<file path="config.mk">
export PLATFORM = sky130hd
export DESIGN_NAME = load_store_unit
export DESIGN_NICKNAME = d
export VERILOG_FILES = /design/src/rtl/load_store_unit.sv
export SDC_FILE = /design/constraint.sdc
export NUM_CORES = 1
export LEC_CHECK = 0
export CAP_MARGIN = 20
export CORE_MARGIN = 10
export CORE_UTILIZATION = 52
export CTS_CLUSTER_SIZE = 12
export DETAILED_ROUTE_END_ITERATION = 8
export GPL_TIMING_DRIVEN = 0
export PLACE_DENSITY = 0.87
export SETUP_SLACK_MARGIN = 0.05
export SLEW_MARGIN = 20
export SYNTH_ARGS = -nofsm -noshare
export SYNTH_HDL_FRONTEND = slang
export SYNTH_SLANG_ARGS = --single-unit
</file>
<file path="constraint.sdc">
create_clock -name clk -period 6 [get_ports clk]
set_clock_uncertainty 0.15 [all_clocks]
set_input_delay 0.9 -clock clk [delete_from_list [all_inputs] [get_ports clk]]
set_output_delay 0.9 -clock clk [all_outputs]
set_load 0.01 [all_outputs]
</file>
<file path="src/rtl/load_store_unit.sv">
// load_store_unit: RV32I load/store unit in front of a 64-bit data memory.
// Loads take one memory read. Stores do a read-modify-write of the whole
// doubleword: two aligned word reads, then one full-doubleword write.
// Optional feature macro: LSU_MISALIGN_TRAP_EN. When defined, misaligned
// halfword/word accesses return rsp_err=1 without touching memory. When
// undefined, the low address bits are cleared and the access goes ahead.
module load_store_unit #(
    parameter int ADDR_W = 15
) (
    input  logic              clk,
    input  logic              reset,
    input  logic              req_valid,
    output logic              req_ready,
    input  logic              req_we,
    input  logic [2:0]        req_funct3,
    input  logic [31:0]       req_addr,
    input  logic [31:0]       req_wdata,
    output logic              rsp_valid,
    input  logic              rsp_ready,
    output logic [31:0]       rsp_data,
    output logic              rsp_err,
    output logic [2:0]        mem_funct3,
    output logic [ADDR_W-1:0] mem_rd_addr,
    input  logic [63:0]       mem_rd_data,
    output logic [ADDR_W-1:0] mem_wr_addr,
    output logic [63:0]       mem_wr_data,
    output logic              mem_wr_en
);

`ifdef LSU_MISALIGN_TRAP_EN
    localparam bit TRAP_MISALIGN = 1'b1;
`else
    localparam bit TRAP_MISALIGN = 1'b0;
`endif

    typedef enum logic [2:0] {IDLE, LOAD, RD_LO, RD_HI, WR, RESP} state_t;

    state_t            state, state_next;
    logic [2:0]        funct3_q;
    logic [ADDR_W-1:0] addr_q;
    logic [31:0]       wdata_q;
    logic [63:0]       dword_q;
    logic [31:0]       rsp_data_q;
    logic              rsp_err_q;

    logic              legal, misaligned, reject;
    logic [ADDR_W-1:0] req_addr_al;
    logic [31:0]       load_shifted, load_ext;
    logic [7:0]        size_mask, byte_mask;
    logic [63:0]       wdata_sh, merged;
    logic              unused_addr_hi;

    // Only the low ADDR_W address bits reach the memory.
    assign unused_addr_hi = ^req_addr[31:ADDR_W];

    // Classify the incoming request and derive its aligned address.
    always_comb begin
        if (req_we) legal = req_funct3 inside {3'b000, 3'b001, 3'b010};
        else        legal = req_funct3 inside {3'b000, 3'b001, 3'b010, 3'b100, 3'b101};
        misaligned  = (req_funct3[1:0] == 2'b01 && req_addr[0]) ||
                      (req_funct3[1:0] == 2'b10 && req_addr[1:0] != 2'b00);
        reject      = !legal || (TRAP_MISALIGN && misaligned);
        req_addr_al = req_addr[ADDR_W-1:0];
        if (req_funct3[1:0] == 2'b01) req_addr_al[0]   = 1'b0;
        if (req_funct3[1:0] == 2'b10) req_addr_al[1:0] = 2'b00;
    end

    // Load path: shift the selected lane down and extend by funct3.
    always_comb begin
        load_shifted = 32'(mem_rd_data >> {addr_q[2:0], 3'b000});
        case (funct3_q)
            3'b000:  load_ext = {{24{load_shifted[7]}}, load_shifted[7:0]};
            3'b001:  load_ext = {{16{load_shifted[15]}}, load_shifted[15:0]};
            3'b100:  load_ext = {24'b0, load_shifted[7:0]};
            3'b101:  load_ext = {16'b0, load_shifted[15:0]};
            default: load_ext = load_shifted;
        endcase
    end

    // Store path: replace bytes [off, off+size) of the read doubleword.
    always_comb begin
        case (funct3_q[1:0])
            2'b00:   size_mask = 8'h01;
            2'b01:   size_mask = 8'h03;
            default: size_mask = 8'h0F;
        endcase
        byte_mask = size_mask << addr_q[2:0];
        wdata_sh  = {32'b0, wdata_q} << {addr_q[2:0], 3'b000};
        for (int b = 0; b < 8; b++)
            merged[b*8 +: 8] = byte_mask[b] ? wdata_sh[b*8 +: 8] : dword_q[b*8 +: 8];
    end

    // Next-state and memory-port decode.
    // NOTE: every output gets a default first so no path can infer a latch.
    always_comb begin
        state_next  = state;
        mem_rd_addr = '0;
        mem_funct3  = '0;
        mem_wr_en   = 1'b0;
        mem_wr_addr = '0;
        mem_wr_data = '0;
        case (state)
            IDLE: if (req_valid) begin
                if (reject)      state_next = RESP;
                else if (req_we) state_next = RD_LO;
                else             state_next = LOAD;
            end
            LOAD: begin
                mem_rd_addr = addr_q;
                mem_funct3  = {1'b0, funct3_q[1:0]};
                state_next  = RESP;
            end
            RD_LO: begin
                mem_rd_addr = {addr_q[ADDR_W-1:3], 3'b000};
                mem_funct3  = 3'b010;
                state_next  = RD_HI;
            end
            RD_HI: begin
                mem_rd_addr = {addr_q[ADDR_W-1:3], 3'b100};
                mem_funct3  = 3'b010;
                state_next  = WR;
            end
            WR: begin
                // Gated by reset so an abandoned store never reaches memory.
                mem_wr_en   = !reset;
                mem_wr_addr = {addr_q[ADDR_W-1:3], 3'b000};
                mem_wr_data = merged;
                state_next  = RESP;
            end
            RESP: if (rsp_ready) state_next = IDLE;
            default: state_next = IDLE;
        endcase
    end

    assign req_ready = (state == IDLE) && !reset;
    assign rsp_valid = (state == RESP);
    assign rsp_data  = rsp_data_q;
    assign rsp_err   = rsp_err_q;

    // State register, request capture and datapath registers.
    // NOTE: sequential state uses non-blocking assignments only.
    always_ff @(posedge clk) begin
        if (reset) begin
            state      <= IDLE;
            funct3_q   <= '0;
            addr_q     <= '0;
            wdata_q    <= '0;
            dword_q    <= '0;
            rsp_data_q <= '0;
            rsp_err_q  <= 1'b0;
        end else begin
            state <= state_next;
            case (state)
                IDLE: if (req_valid) begin
                    funct3_q   <= req_funct3;
                    addr_q     <= req_addr_al;
                    wdata_q    <= req_wdata;
                    dword_q    <= '0;
                    rsp_data_q <= '0;
                    rsp_err_q  <= reject;
                end
                LOAD:    rsp_data_q <= load_ext;
                RD_LO:   dword_q    <= mem_rd_data;
                RD_HI:   dword_q    <= dword_q | mem_rd_data;
                default: ;
            endcase
        end
    end

endmodule

</file>
==> impl_summary.log, run 1 <==
[metrics] global-route wire length before repair: 62820 um
[metrics] top-area cell type share of the netlist area: 0.3275
[metrics] buffers added on ports: 246
[metrics] FF-to-FF End: rsp_data[23]$_SDFFE_PP0P_
[metrics] slowest library cell on the worst path: sky130_fd_sc_hd__clkdlybuf4s50_1
[metrics] Async SR Flop Fraction: 0
[metrics] final worst-path cycle share: 0.7365
[metrics] horizontal die dimension: 152.8 um
[metrics] final-report setup violation count: 0
[metrics] post-synthesis area per instance: 8.100 um2
[metrics] top cells by area, synth: sky130_fd_sc_hd__dfxtp_1 33%, sky130_fd_sc_hd__mux2i_1 9.0%, sky130_fd_sc_hd__a22oi_1 7.3%
[metrics] Pwr Density: 232.9 nW/um2
[metrics] number of enable flip-flop cells after synthesis: 0
[metrics] synthesized area: 9169 um2
[metrics] Overall Global Routing Usage: 0.3449
[metrics] vias after detailed routing: 10560
[metrics] sequential element share of the synthesized area: 0.3275
[metrics] main flop type after synthesis: sky130_fd_sc_hd__dfxtp_1
[metrics] kind of path behind the tightest hold check: flop to flop
[metrics] Cell Area, Placed: 11920 um2
[metrics] number of warnings printed during yosys synthesis: 0
[metrics] HPWL reported at the end of detailed placement: 33440 um
[metrics] biggest area consumer among synthesized cells: sky130_fd_sc_hd__dfxtp_1
[metrics] initial core utilization: 0.5301
[metrics] remaining routing DRC violations: 0
[metrics] unrepaired setup endpoints after global routing: no
[metrics] Final Max Tran Viols: 0
[metrics] via count of the first global-routing pass: 9913
[metrics] Least-Margin Pin Slew: 0.8853 ns
[metrics] Post-CTS Resized: 0
[metrics] peak supply drop: 0.2198 mV
[metrics] CTS tree: built
[metrics] postcts setup bufs: 0
[metrics] clk sinks: 150
[metrics] total I/O pin count: 269
[metrics] max-capacitance violation count: 0
[metrics] CTS Hold Buffers Added: 0
[metrics] antenna-violating nets left: 0
[metrics] worst reg-to-reg setup slack: 3.41 ns
[metrics] end of the critical path: mem_wr_data[14]
[metrics] minimum period implied by the final worst setup slack: 4.419 ns
[metrics] largest net degree at the start of global routing: 17
[metrics] worst r2r src: addr_q[1]$_SDFFE_PP0P_
[metrics] initial antenna violation count: 1
[metrics] Design Area, Final: 12510 um2
[metrics] setup slack at placement: 1.930 ns
[metrics] Worst Setup End Kind: primary output
[metrics] reg2reg path depth: 8
[metrics] final total negative setup slack: 0 ns
[metrics] cell at the root of the clock tree: sky130_fd_sc_hd__clkbuf_16
[metrics] Peak Freq: 226.3 MHz
[metrics] leak pwr: 4.441 nW
[metrics] Final Wtd Congestion: 1.049
[metrics] Total Nets Final: 1536
[metrics] count of filler cells inserted in the layout: 1373
[metrics] area enclosed by the die boundary: 23340 um2
[metrics] total number of H-tree levels: 4
[metrics] Vias per Instance: 6.444
[metrics] crit path launch type: flop
[metrics] Buf+Inv Stages, Crit Path: 3
[metrics] library cells used by synthesis: 66
[metrics] Req. time, crit path: 4.95 ns
[metrics] clock buffer count from CTS: 17
[metrics] Max Fanout on Critical Path: 10
[metrics] critical path type: flop to primary output
[metrics] clock transition at the registers of the reported paths: 0.07 ns
[metrics] path length in cells of the critical path: 7
[metrics] Rel. slew slack: 0.4082
[metrics] most numerous cell types in the synthesized netlist: 174 x sky130_fd_sc_hd__nor2_1, 167 x sky130_fd_sc_hd__nand2_1, 150 x sky130_fd_sc_hd__dfxtp_1, 98 x sky130_fd_sc_hd__a21oi_1, 89 x sky130_fd_sc_hd__a22oi_1
[metrics] detail-routed net length per standard cell: 26.23 um
[metrics] num rows: 48
[metrics] post-synthesis instance total: 1132
[metrics] PnR worst setup slack: 1.581 ns
[metrics] data arrival time at the worst-slack endpoint: 3.37 ns
[metrics] fraction of final layout cells sized beyond drive strength 1: 0.1154
[metrics] beginning of the critical path: funct3_q[0]$_SDFFE_PP0P_
[metrics] CP delay by family, top: buffers and inverters
[metrics] cell with the most instances after synthesis: sky130_fd_sc_hd__nor2_1
[metrics] Hold Violations, Final: 0
[metrics] area growth from synthesis to final layout: 36.46%
[metrics] Top cell by count, worst path: sky130_fd_sc_hd__nor2_1
[metrics] buffers from clock root to sink, at most: 2
[metrics] #FFs+latches synth: 150
[metrics] status: finished, final reports clean
[metrics] core box area: 17300 um2
[metrics] number of detailed-routing iterations run before antenna repair: 6
[metrics] First DRT Iteration DRCs: 1558
[metrics] stage delay of the slowest cell on the critical path: 0.64 ns
[metrics] WL final: 42990 um
[metrics] height of the die: 152.8 um
[metrics] sequence of cells on the critical path: clkbuf_1 -> nor3_1 -> nor2_1 -> buf_4 -> nor2_1 -> a211oi_1 -> clkdlybuf4s50_1
[metrics] later-pin clock latency in the skew report: 0.44 ns
[metrics] total congestion overflow after global routing: 0
-- worst min-delay path by stage --
stage | start | endpoint | slack [ns] | cells past startpoint
after global placement | rsp_err$_SDFFE_PP0P_ | rsp_err$_SDFFE_PP0P_ | 0.29 | 2
after CTS | rsp_err$_SDFFE_PP0P_ | rsp_err$_SDFFE_PP0P_ | 0.31 | 2
after global routing | rsp_data[10]$_SDFFE_PP0P_ | rsp_data[10]$_SDFFE_PP0P_ | 0.34 | 1
after floorplan | funct3_q[2]$_SDFFE_PP0P_ | funct3_q[2]$_SDFFE_PP0P_ | 0.29 | 2
after detailed placement | rsp_err$_SDFFE_PP0P_ | rsp_err$_SDFFE_PP0P_ | 0.30 | 2
final | rsp_err$_SDFFE_PP0P_ | rsp_err$_SDFFE_PP0P_ | 0.32 | 2
-- cell usage in the layout (no fill, tap or decap), types with 13 or more instances in the layout --
master / count
sky130_fd_sc_hd__a211oi_1: 35
sky130_fd_sc_hd__a21oi_1: 98
sky130_fd_sc_hd__a22oi_1: 89
sky130_fd_sc_hd__buf_2: 19
sky130_fd_sc_hd__buf_4: 18
sky130_fd_sc_hd__clkbuf_1: 58
sky130_fd_sc_hd__clkbuf_16: 17
sky130_fd_sc_hd__clkdlybuf4s50_1: 246
sky130_fd_sc_hd__dfxtp_1: 150
sky130_fd_sc_hd__mux2_2: 19
sky130_fd_sc_hd__mux2i_1: 82
sky130_fd_sc_hd__mux4_2: 21
sky130_fd_sc_hd__nand2_1: 167
sky130_fd_sc_hd__nand2b_1: 17
sky130_fd_sc_hd__nor2_1: 174
sky130_fd_sc_hd__nor3_1: 13
sky130_fd_sc_hd__o21ai_0: 21
sky130_fd_sc_hd__o22ai_1: 15
-- power by group --
group	switching [mW]	internal, mW	total [mW]
Combinational	0.435	0.302	0.737
Clock	0.500	0.590	1.09
Sequential	0.0436	1.04	1.09
-- through the flow --
step / util / hold slack, ns / total power [mW] / instances
after floorplan: - / 0.2863 / 1.485 / 1135
after global placement: 0.6894 / 0.2942 / 1.803 / 1606
after detailed placement: 0.6894 / 0.3000 / 1.814 / 1606
after CTS: 0.7232 / 0.3127 / 2.878 / 1638
after global routing: 0.7232 / 0.3419 / 2.987 / 1638
final: 0.7234 / 0.3153 / 2.914 / 1639
-- logic make-up (layout without fill, tap and decap cells) --
| logic type | after synthesis | after routing | synth area share |
|---|---|---|---|
| mux | 123 | 123 | 0.1657 |
| buf+inv | 117 | 395 | 0.06741 |
| flops | 150 | 150 | 0.3275 |
| compound gates | 323 | 323 | 0.2445 |
| other cells | 1 | 5 | 0.0004090 |
| simple gates | 418 | 418 | 0.1945 |
-- layer usage --
metal	global-route usage	part of all wire	vias up
li1	-	-	4611
met3	0.1126	0.13	206
met5	0	0.00021	-
met1	0.4237	0.37	4918
met4	0.1735	0.058	2
met2	0.5298	0.44	824
-- tightest hold or removal path, cell delays in order, from the launching register on --
cell and delay (ns):
sky130_fd_sc_hd__dfxtp_1 0.31, sky130_fd_sc_hd__nand2_1 0.05, sky130_fd_sc_hd__a21oi_1 0.05
-- flip-flops by register name, indices dropped and copies added (netlist names) --
| signal | count |
|---|---|
| rsp_data | 32 |
| wdata_q | 32 |
| dword_q | 64 |
| addr_q | 15 |
| state | 3 |
| rsp_err | 1 |
| funct3_q | 3 |
-- cell type report --
type / instances / area, um2 / area share
Clock inverter: 15 / 160.2 / 0.01280
Antenna cell: 1 / 2.502 / 0.0002000
Multi-Input combinational cell: 868 / 5559 / 0.4443
Tap cell: 225 / 281.5 / 0.02250
Buffer: 111 / 595.6 / 0.04760
Timing Repair Buffer: 246 / 2462 / 0.1968
Inverter: 6 / 22.52 / 0.001800
Clock buffer: 17 / 425.4 / 0.03400
Sequential cell: 150 / 3003 / 0.2400
Power figures use the tool's default switching activity.
==> inputs of run 2 (changes only) <==
CORE_UTILIZATION = 44   (was 52)
PLACE_DENSITY = 0.78   (was 0.87)
clock period = 4 ns   (was 6 ns; I/O delays follow)
==> run 2 against run 1 <==
Compared with the run above: sequential cell count stayed put; first-iteration DRC count is 18% lower; routed wire length is 0.87% higher; critical endpoint is now mem_wr_data[49].
==> impl_summary.log, run 2 (synthesis gave the netlist of run 1 again) <==
[metrics] leading cell types in the layout, fill and taps excluded: 246 x sky130_fd_sc_hd__clkdlybuf4s50_1, 173 x sky130_fd_sc_hd__nor2_1, 167 x sky130_fd_sc_hd__nand2_1
[metrics] leak pwr: 4.464 nW
[metrics] status: finished, final reports clean
[metrics] final worst-path cycle share: 0.9683
[metrics] total number of H-tree levels: 4
[metrics] WL final: 43360 um
[metrics] Max Fanout on Critical Path: 10
[metrics] Least-Margin Pin Slew: 0.8650 ns
[metrics] vias after detailed routing: 10340
[metrics] largest net degree at the start of global routing: 17
[metrics] height of the die: 164.4 um
[metrics] First DRT Iteration DRCs: 1270
[metrics] post-layout utilization of the core: 0.6198
[metrics] Final Wtd Congestion: 1.025
[metrics] Worst Setup End Kind: primary output
[metrics] flip-flop count of the largest register, all copies and words added: 64
[metrics] Vias per Instance: 6.153
[metrics] Overall Global Routing Usage: 0.3107
[metrics] Req. time, crit path: 3.25 ns
[metrics] Hold Violations, Final: 0
[metrics] stage delay of the slowest cell on the critical path: 0.61 ns
[metrics] antenna fix cells: 0
[metrics] initial antenna violation count: 0
[metrics] final total negative setup slack: 0 ns
[metrics] buffers from clock root to sink, at most: 2
[metrics] clock transition at the registers of the reported paths: 0.07 ns
[metrics] PnR worst setup slack: 0.1266 ns
[metrics] Final Max Tran Viols: 0
[metrics] Total Nets Final: 1534
[metrics] initial core utilization: 0.4502
[metrics] core box area: 20360 um2
[metrics] final-report setup violation count: 0
[metrics] Pwr Density: 351.5 nW/um2
[metrics] total congestion overflow after global routing: 0
[metrics] worst reg-to-reg setup slack: 1.53 ns
[metrics] register with the highest flop count: dword_q
[metrics] remaining routing DRC violations: 0
[metrics] critical path type: flop to primary output
[metrics] clk sinks: 150
[metrics] slowest library cell on the worst path: sky130_fd_sc_hd__clkdlybuf4s50_1
[metrics] max-capacitance violation count: 0
[metrics] postcts setup bufs: 0
[metrics] most common cell after layout, fill and taps aside: sky130_fd_sc_hd__clkdlybuf4s50_1
[metrics] Rel. slew slack: 0.4218
[metrics] buffers added on ports: 246
[metrics] horizontal die dimension: 164.4 um
[metrics] CTS tree: built
[metrics] sequence of cells on the critical path: buf_4 -> buf_4 -> buf_4 -> buf_2 -> a22oi_1 -> a211oi_1 -> clkdlybuf4s50_1
[metrics] Peak Freq: 258.2 MHz
[metrics] setup slack at placement: 0.3838 ns
[metrics] peak supply drop: 0.2620 mV
[metrics] antenna-violating nets left: 0
[metrics] final non-filler cell total: 1681
[metrics] kind of path behind the tightest hold check: flop to flop
[metrics] total I/O pin count: 269
[metrics] clock buffer count from CTS: 17
[metrics] cell at the root of the clock tree: sky130_fd_sc_hd__clkbuf_16
[metrics] fraction of final layout cells sized beyond drive strength 1: 0.1233
[metrics] minimum period implied by the final worst setup slack: 3.873 ns
[metrics] later-pin clock latency in the skew report: 0.43 ns
[metrics] unrepaired setup endpoints after global routing: no
[metrics] global-route wire length before repair: 63460 um
[metrics] data arrival time at the worst-slack endpoint: 3.12 ns
[metrics] instance count after placement with tap cells included: 1651
[metrics] Top cell by count, worst path: sky130_fd_sc_hd__buf_4
[metrics] detail-routed net length per standard cell: 25.79 um
[metrics] num rows: 52
[metrics] area enclosed by the die boundary: 27010 um2
[metrics] total power: 4.436 mW
[metrics] area growth from synthesis to final layout: 37.66%
[metrics] via count of the first global-routing pass: 10050
[metrics] crit path launch type: flop
[metrics] number of detailed-routing iterations run before antenna repair: 6
[metrics] HPWL reported at the end of detailed placement: 34370 um
==> run 2: changes by cell type in the layout (fill, tap and decap cells not counted), moves of 2 or more <==
cell                       before  now
sky130_fd_sc_hd__a211oi_1      35   31
sky130_fd_sc_hd__a211oi_2       1    5
sky130_fd_sc_hd__clkbuf_1      58   53
sky130_fd_sc_hd__clkbuf_2       1    3
sky130_fd_sc_hd__clkinv_4       4    0
sky130_fd_sc_hd__inv_6          3    5
sky130_fd_sc_hd__o21ai_0       21   14
sky130_fd_sc_hd__o21ai_1        1    6
sky130_fd_sc_hd__o21ai_2        1    3
==> run 2: layout make-up <==
type / count / area [um2]
buffer: 109 / 594.3
timing repair buffer: 246 / 2462
clock inverter: 15 / 185.2
fill: 1851 / 7742
inverter: 6 / 22.52
sequential: 150 / 3003
multi-input combinational: 868 / 5592
tap: 270 / 337.8
clock buffer: 17 / 425.4
==> run 2: path summary, 6_finish.rpt <==
kind	end	from	depth (start not counted)
min reg2reg	rsp_data[14]$_SDFFE_PP0P_	rsp_data[14]$_SDFFE_PP0P_	1
max	mem_wr_data[49]	addr_q[2]$_SDFFE_PP0P_	7
min	rsp_data[14]$_SDFFE_PP0P_	rsp_data[14]$_SDFFE_PP0P_	1
max reg2reg	rsp_data[23]$_SDFFE_PP0P_	addr_q[1]$_SDFFE_PP0P_	8
==> run 2: worst max-delay path: cells and delay by family (launching register included) <==
family | cells | cell delay [ns]
buf+inv | 5 | 1.67
flops | 1 | 0.47
compound gates | 2 | 0.54
==> run 2: metrics by stage <==
step                      cell area, um2  hold slack, ns
final                              12620          0.3177
after global routing               12620          0.3388
after CTS                          12590          0.3194
after detailed placement           11980          0.3041
after global placement             11980          0.2972
after floorplan                     9180          0.2863
==> run 2: what timing repair did <==
item                                    in CTS  in global routing
resized for setup                            6                 16
hold endpoints to repair                     0                  0
endpoints found under the setup margin       7                 27
hold buffers                                 0                  0
==> run 2: power breakdown <==
part	switching, mW	internal [mW]
combinational	0.650	0.454
sequential	0.0673	1.56
clock	0.749	0.950
==> run 2: metal layers <==
metal / track usage / part of all wire / wire length, um
met1: 0.3914 / 0.40 / 17160
met5: 0 / 0 / 0
met2: 0.4875 / 0.45 / 19300
met4: 0.1397 / 0.050 / 2147
met3: 0.08260 / 0.11 / 4761
